--- src/rtl/neuron_mac_node.sv ---
// rtl/neuron_mac_node.sv - fixed-point multiply-accumulate neuron node with bias, saturation and optional ReLU
//
// Accumulates N_IN signed in_data*in_weight products at full precision, adds the
// bias (aligned to the product's fractional point), rescales to DATA_W with
// saturation, optionally applies ReLU, and holds the result until it is consumed.
//
// Ports:
//   clk, reset          clock, synchronous active-high reset
//   start, bias         begin an inference (IDLE only); bias captured on accept
//   in_valid/in_ready   operand pair handshake; in_data, in_weight operands
//   busy                high in every state except IDLE
//   out_valid/out_ready result handshake; node_res result
//   overflow            sticky saturation flag for the current/last inference
module neuron_mac_node #(
    parameter int N_IN    = 784,
    parameter int DATA_W  = 32,
    parameter int FRAC_W  = 16,
    parameter int ACC_W   = 80,
    parameter int RELU_EN = 1
) (
    input  logic              clk,
    input  logic              reset,
    input  logic              start,
    input  logic [DATA_W-1:0] bias,
    input  logic              in_valid,
    output logic              in_ready,
    input  logic [DATA_W-1:0] in_data,
    input  logic [DATA_W-1:0] in_weight,
    output logic              busy,
    output logic              out_valid,
    input  logic              out_ready,
    output logic [DATA_W-1:0] node_res,
    output logic              overflow
);

    generate
        if (ACC_W < 2*DATA_W + $clog2(N_IN) + 1) begin : g_acc_w_check
            $error("neuron_mac_node: ACC_W too small for N_IN full-precision products");
        end
    endgenerate

    localparam int CNT_W = (N_IN > 1) ? $clog2(N_IN) : 1;
    localparam logic [CNT_W-1:0] LAST_IDX = CNT_W'(N_IN - 1);

    // Signed DATA_W limits, widened to the accumulator width for comparison.
    localparam logic signed [ACC_W-1:0] MAX_V = {{(ACC_W-DATA_W+1){1'b0}}, {(DATA_W-1){1'b1}}};
    localparam logic signed [ACC_W-1:0] MIN_V = {{(ACC_W-DATA_W+1){1'b1}}, {(DATA_W-1){1'b0}}};

    typedef enum logic [2:0] {S_IDLE, S_ACCUM, S_BIAS, S_ACT, S_DONE} state_t;

    state_t             state, state_nx;
    logic [ACC_W-1:0]   acc;
    logic [CNT_W-1:0]   cnt;
    logic [DATA_W-1:0]  bias_q;

    logic [2*DATA_W-1:0]      prod;
    logic [ACC_W-1:0]         prod_ext;
    logic [ACC_W-1:0]         bias_ext;
    logic signed [ACC_W-1:0]  act_val;
    logic                     sat_hi, sat_lo;
    logic [DATA_W-1:0]        clamped;
    logic [DATA_W-1:0]        res_nx;

    // Operands are sign-extended to 2*DATA_W first, so the truncated unsigned
    // product is the exact two's complement signed product.
    assign prod     = {{DATA_W{in_data[DATA_W-1]}}, in_data} *
                      {{DATA_W{in_weight[DATA_W-1]}}, in_weight};
    assign prod_ext = {{(ACC_W-2*DATA_W){prod[2*DATA_W-1]}}, prod};
    // The product carries 2*FRAC_W fractional bits; bias is shifted to match.
    assign bias_ext = {{(ACC_W-DATA_W){bias_q[DATA_W-1]}}, bias_q} << FRAC_W;
    assign act_val  = $signed(acc) >>> FRAC_W;

    always_comb begin
        sat_hi  = (act_val > MAX_V);
        sat_lo  = (act_val < MIN_V);
        clamped = act_val[DATA_W-1:0];
        if (sat_hi) begin
            clamped = MAX_V[DATA_W-1:0];
        end else if (sat_lo) begin
            clamped = MIN_V[DATA_W-1:0];
        end
        res_nx = clamped;
        if ((RELU_EN != 0) && clamped[DATA_W-1]) begin
            res_nx = '0;
        end
    end

    // State register
    always_ff @(posedge clk) begin
        if (reset) begin
            state <= S_IDLE;
        end else begin
            state <= state_nx;
        end
    end

    // Next-state logic
    always_comb begin
        state_nx = state;
        case (state)
            S_IDLE:  if (start) state_nx = S_ACCUM;
            S_ACCUM: if (in_valid && (cnt == LAST_IDX)) state_nx = S_BIAS;
            S_BIAS:  state_nx = S_ACT;
            S_ACT:   state_nx = S_DONE;
            S_DONE:  if (out_ready) state_nx = S_IDLE;
            default: state_nx = S_IDLE;
        endcase
    end

    // Outputs decoded from state only
    always_comb begin
        in_ready  = (state == S_ACCUM);
        busy      = (state != S_IDLE);
        out_valid = (state == S_DONE);
    end

    // Datapath
    always_ff @(posedge clk) begin
        if (reset) begin
            acc      <= '0;
            cnt      <= '0;
            bias_q   <= '0;
            node_res <= '0;
            overflow <= 1'b0;
        end else begin
            case (state)
                S_IDLE: begin
                    if (start) begin
                        acc      <= '0;
                        cnt      <= '0;
                        overflow <= 1'b0;
                        bias_q   <= bias;
                    end
                end
                S_ACCUM: begin
                    if (in_valid) begin
                        acc <= acc + prod_ext;
                        cnt <= cnt + 1'b1;
                    end
                end
                S_BIAS: begin
                    acc <= acc + bias_ext;
                end
                S_ACT: begin
                    node_res <= res_nx;
                    if (sat_hi || sat_lo) begin
                        overflow <= 1'b1;
                    end
                end
                default: begin
                end
            endcase
        end
    end

endmodule

--- config.mk ---
export PLATFORM = sky130hd
export DESIGN_NAME = neuron_mac_node
export DESIGN_NICKNAME = d
export VERILOG_FILES = /design/src/rtl/neuron_mac_node.sv
export SDC_FILE = /design/constraint.sdc
export NUM_CORES = 2
export LEC_CHECK = 0
export ABC_AREA = 0
export BUFFER_PORTS_ARGS = -buffer_cell sky130_fd_sc_hd__buf_4
export CORE_MARGIN = 2
export CORE_UTILIZATION = 65
export DETAILED_ROUTE_END_ITERATION = 10
export HOLD_SLACK_MARGIN = 0.06
export PLACE_DENSITY = 0.87
export SYNTH_ARGS = -nofsm -noshare
export SYNTH_HDL_FRONTEND = slang
export SYNTH_SLANG_ARGS = --single-unit
--- constraint.sdc ---
create_clock -name clk -period 25.9 [get_ports clk]
set_clock_uncertainty 0.15 [all_clocks]
set_input_delay 1.295 -clock clk [delete_from_list [all_inputs] [get_ports clk]]
set_output_delay 1.295 -clock clk [all_outputs]
set_load 0.02 [all_outputs]
==> results.cfg <==
[outcome]
status = finished clean

[worst_hold_path]
hp-start = bias_q[9]
holdPathEnd = bias_q[9]
min_path_type = register to register
holdPathStages = 2

[critical_path]
worstSetupPathType = input pin to register
cp.required_ns = 26.04
r2r-start = acc[0]
crit_path_start_kind = input pin
cp.arrival_ns = 12.69
crit_slowest_cell = fa_1
cp-end-kind = register
crit_path_frequent_cell = fa_1
path_max_fanout = 32
r2r_end = acc[68]
max_stage_delay_ns = 1.01
ff2ff_path_depth = 16
reg2reg_slack_ns = 20.85

[clocking]
path_clk_slew_ns = 0.07
cts_resized = 0
worstSkewPairLatency_ns = 0.46
root_buffer = clkbuf_16
cts_setup_buffers = 0
cts_tree = done
clock_path_buffers = 2
hold_buffers = 0
clock_sinks = 157
cts_made_buffers = 17
cts_max_level = 4

[drt]
drt_first_pass_iters = 5
drc = 0
drt_iter0_drc = 3320
vias_per_cell = 6.09
wl_um = 131000
dr_total_vias = 40600
wire_per_inst_um = 19.7
ant_nets = 0

[synthesis]
ys_types = 81
synth-simple-area-share_pct = 18.0
synthMuxAreaShare_pct = 0.0400
synthAdderAreaFrac_pct = 51.7
post-synth-top-count-cell = fa_1
synth_ff_type = dfxtp_1
synth-xor-area-share_pct = 3.57
async_flop_share_pct = 0
synth_cells = 5756
yosysWarningCount = 0
synth_area_leader_cell = fa_1
syn_area_per_cell_um2 = 8.69
synth_compound_area_share_pct = 10.7
synth-seq-cells = 157
synth-seq-area-share_pct = 6.28
ys_top_cells_by_count = fa_1, inv_1, nand2_1
synthesis.nets = 7274
synth_area_leaders = fa_1, ha_1, inv_1
synth_edf_count = 0
synth_area_mm2 = 0.0500
synth_top_area_share_pct = 43.4
synth_top_family_by_area = adder cells

[die]
coreArea_mm2 = 0.0761
num_io_pins = 137
start_util_pct = 65.7
die_h_um = 281
placementRows = 101
die-area_mm2 = 0.0792
die_w_um = 281

[timing]
finalSetupViolCount = 0
timing.setup.tns_ns = 0
post-route-min-period_ns = 12.55
rsz0062_at_grt = false
tightest_slew_ns = 1.31
clock.fmax_mhz = 79.7
period_share_pct = 48.5
hold_viol_final = 0
relSlewSlack_pct = 12.4
slew_violations = 0

[finish]
areaGrowthSynthToFinish_pct = 3.57
final_cell_area_mm2 = 0.0518
layout.nets = 7125
drive_above_1_share_pct = 3.59

[run]
drv_cap = 0

[place]
hpwl_um = 106000
io_buffers = 135
place_congestion = 0.976
place_area_mm2 = 0.0512

[global_routing]
grt_max_degree = 92
grt-ovfl-total = 0
antenna_found_initial = 5
grt_pass1_wl_um = 220000
grt_usage_pct = 34.8
grt_pass1_vias = 44200
[critical path, delay by kind of cell]
| family | cells | cell delay [ns] |
|---|---|---|
| adders and majority gates | 10 | 5.70 |
| AOI/OAI and AO/OA | 10 | 2.36 |
| and+or+nand+nor | 11 | 1.95 |
| buffers and inverters | 4 | 0.95 |
| xor gates and xnor gates | 1 | 0.42 |
[how the worst max path moves through the flow]
stage	startpoint	endpoint	slack, ns	cells past startpoint
final	in_weight[2]	acc[76]	13.35	36
after global routing	in_weight[5]	acc[76]	12.74	38
after CTS	in_weight[5]	acc[76]	13.53	38
after detailed placement	in_weight[5]	acc[76]	13.09	38
after global placement	in_weight[2]	acc[76]	13.34	36
after floorplan	in_data[31]	acc[76]	14.35	38
[state kept, by name (all words and copies together) (netlist names)]
name and cells:
overflow 1, node_res 31, acc 80, cnt 10, bias_q 32, state 3
[routing by layer]
metal / wire, µm / part of all wire (%) / up-vias / global-route usage, %
met1: 46800 / 36 / 20300 / 41.6
met4: 8290 / 6.3 / 4 / 20.0
met2: 66000 / 50 / 2013 / 59.8
met3: 9830 / 7.5 / 618 / 5.62
li1: - / - / 17700 / -
met5: 21 / 0.016 / - / 0
[cell usage in the layout (no fill, tap or decap), types with 14 or more instances in the layout]
cell	instances
inv_1	982
xor2_1	86
a21o_1	119
fa_1	1084
buf_4	147
o21a_1	25
clkbuf_16	17
nand4_1	61
a211oi_1	30
or3_1	14
nor4_1	17
nand2_1	680
a21oi_1	291
a31oi_1	23
nor2_1	293
nor2b_1	29
ha_1	333
o21ai_0	120
xnor2_1	117
nand2b_1	29
dfxtp_1	157
o21bai_1	30
and2_1	531
nor3_1	118
o31ai_1	14
o21ai_1	17
a221oi_1	50
nand3_1	28
and3_1	21
o211ai_1	14
[area by class of cell]
class / count / area (µm²)
timing repair buffer: 147 / 1100
clock buffer: 18 / 439
fill: 5756 / 24300
inverter: 983 / 3690
clock inverter: 14 / 110
tap: 1030 / 1290
multi-input combinational: 4301 / 42000
sequential: 157 / 3140
antenna: 4 / 10.0
[cells by family (layout without fill, tap and decap cells)]
group	count (synthesis)	count (layout)
other	1	5
AND/OR/NAND/NOR	1846	1846
buffers and inverters	1298	1162
multiplexers	2	2
AO/OA/AOI/OAI	831	831
XOR/XNOR	204	204
adder cells (fa/ha/maj)	1417	1417
flip-flops	157	157
[metrics by stage]
stage / hold WS (ns) / cells / util, % / setup WS, ns
6_report: 0.313 / 6654 / 68.1 / 13.35
5_1_grt: 0.345 / 6653 / 68.1 / 12.74
3_3_place_gp: 0.296 / 6618 / 67.4 / 13.34
2_1_floorplan: 0.286 / 5756 / - / 14.35
4_1_cts: 0.311 / 6650 / 68.1 / 13.53
3_5_place_dp: 0.303 / 6618 / 67.4 / 13.09
Power is not shown: default switching activity piles up to over one toggle a cycle in this logic, so the estimate is an artifact.
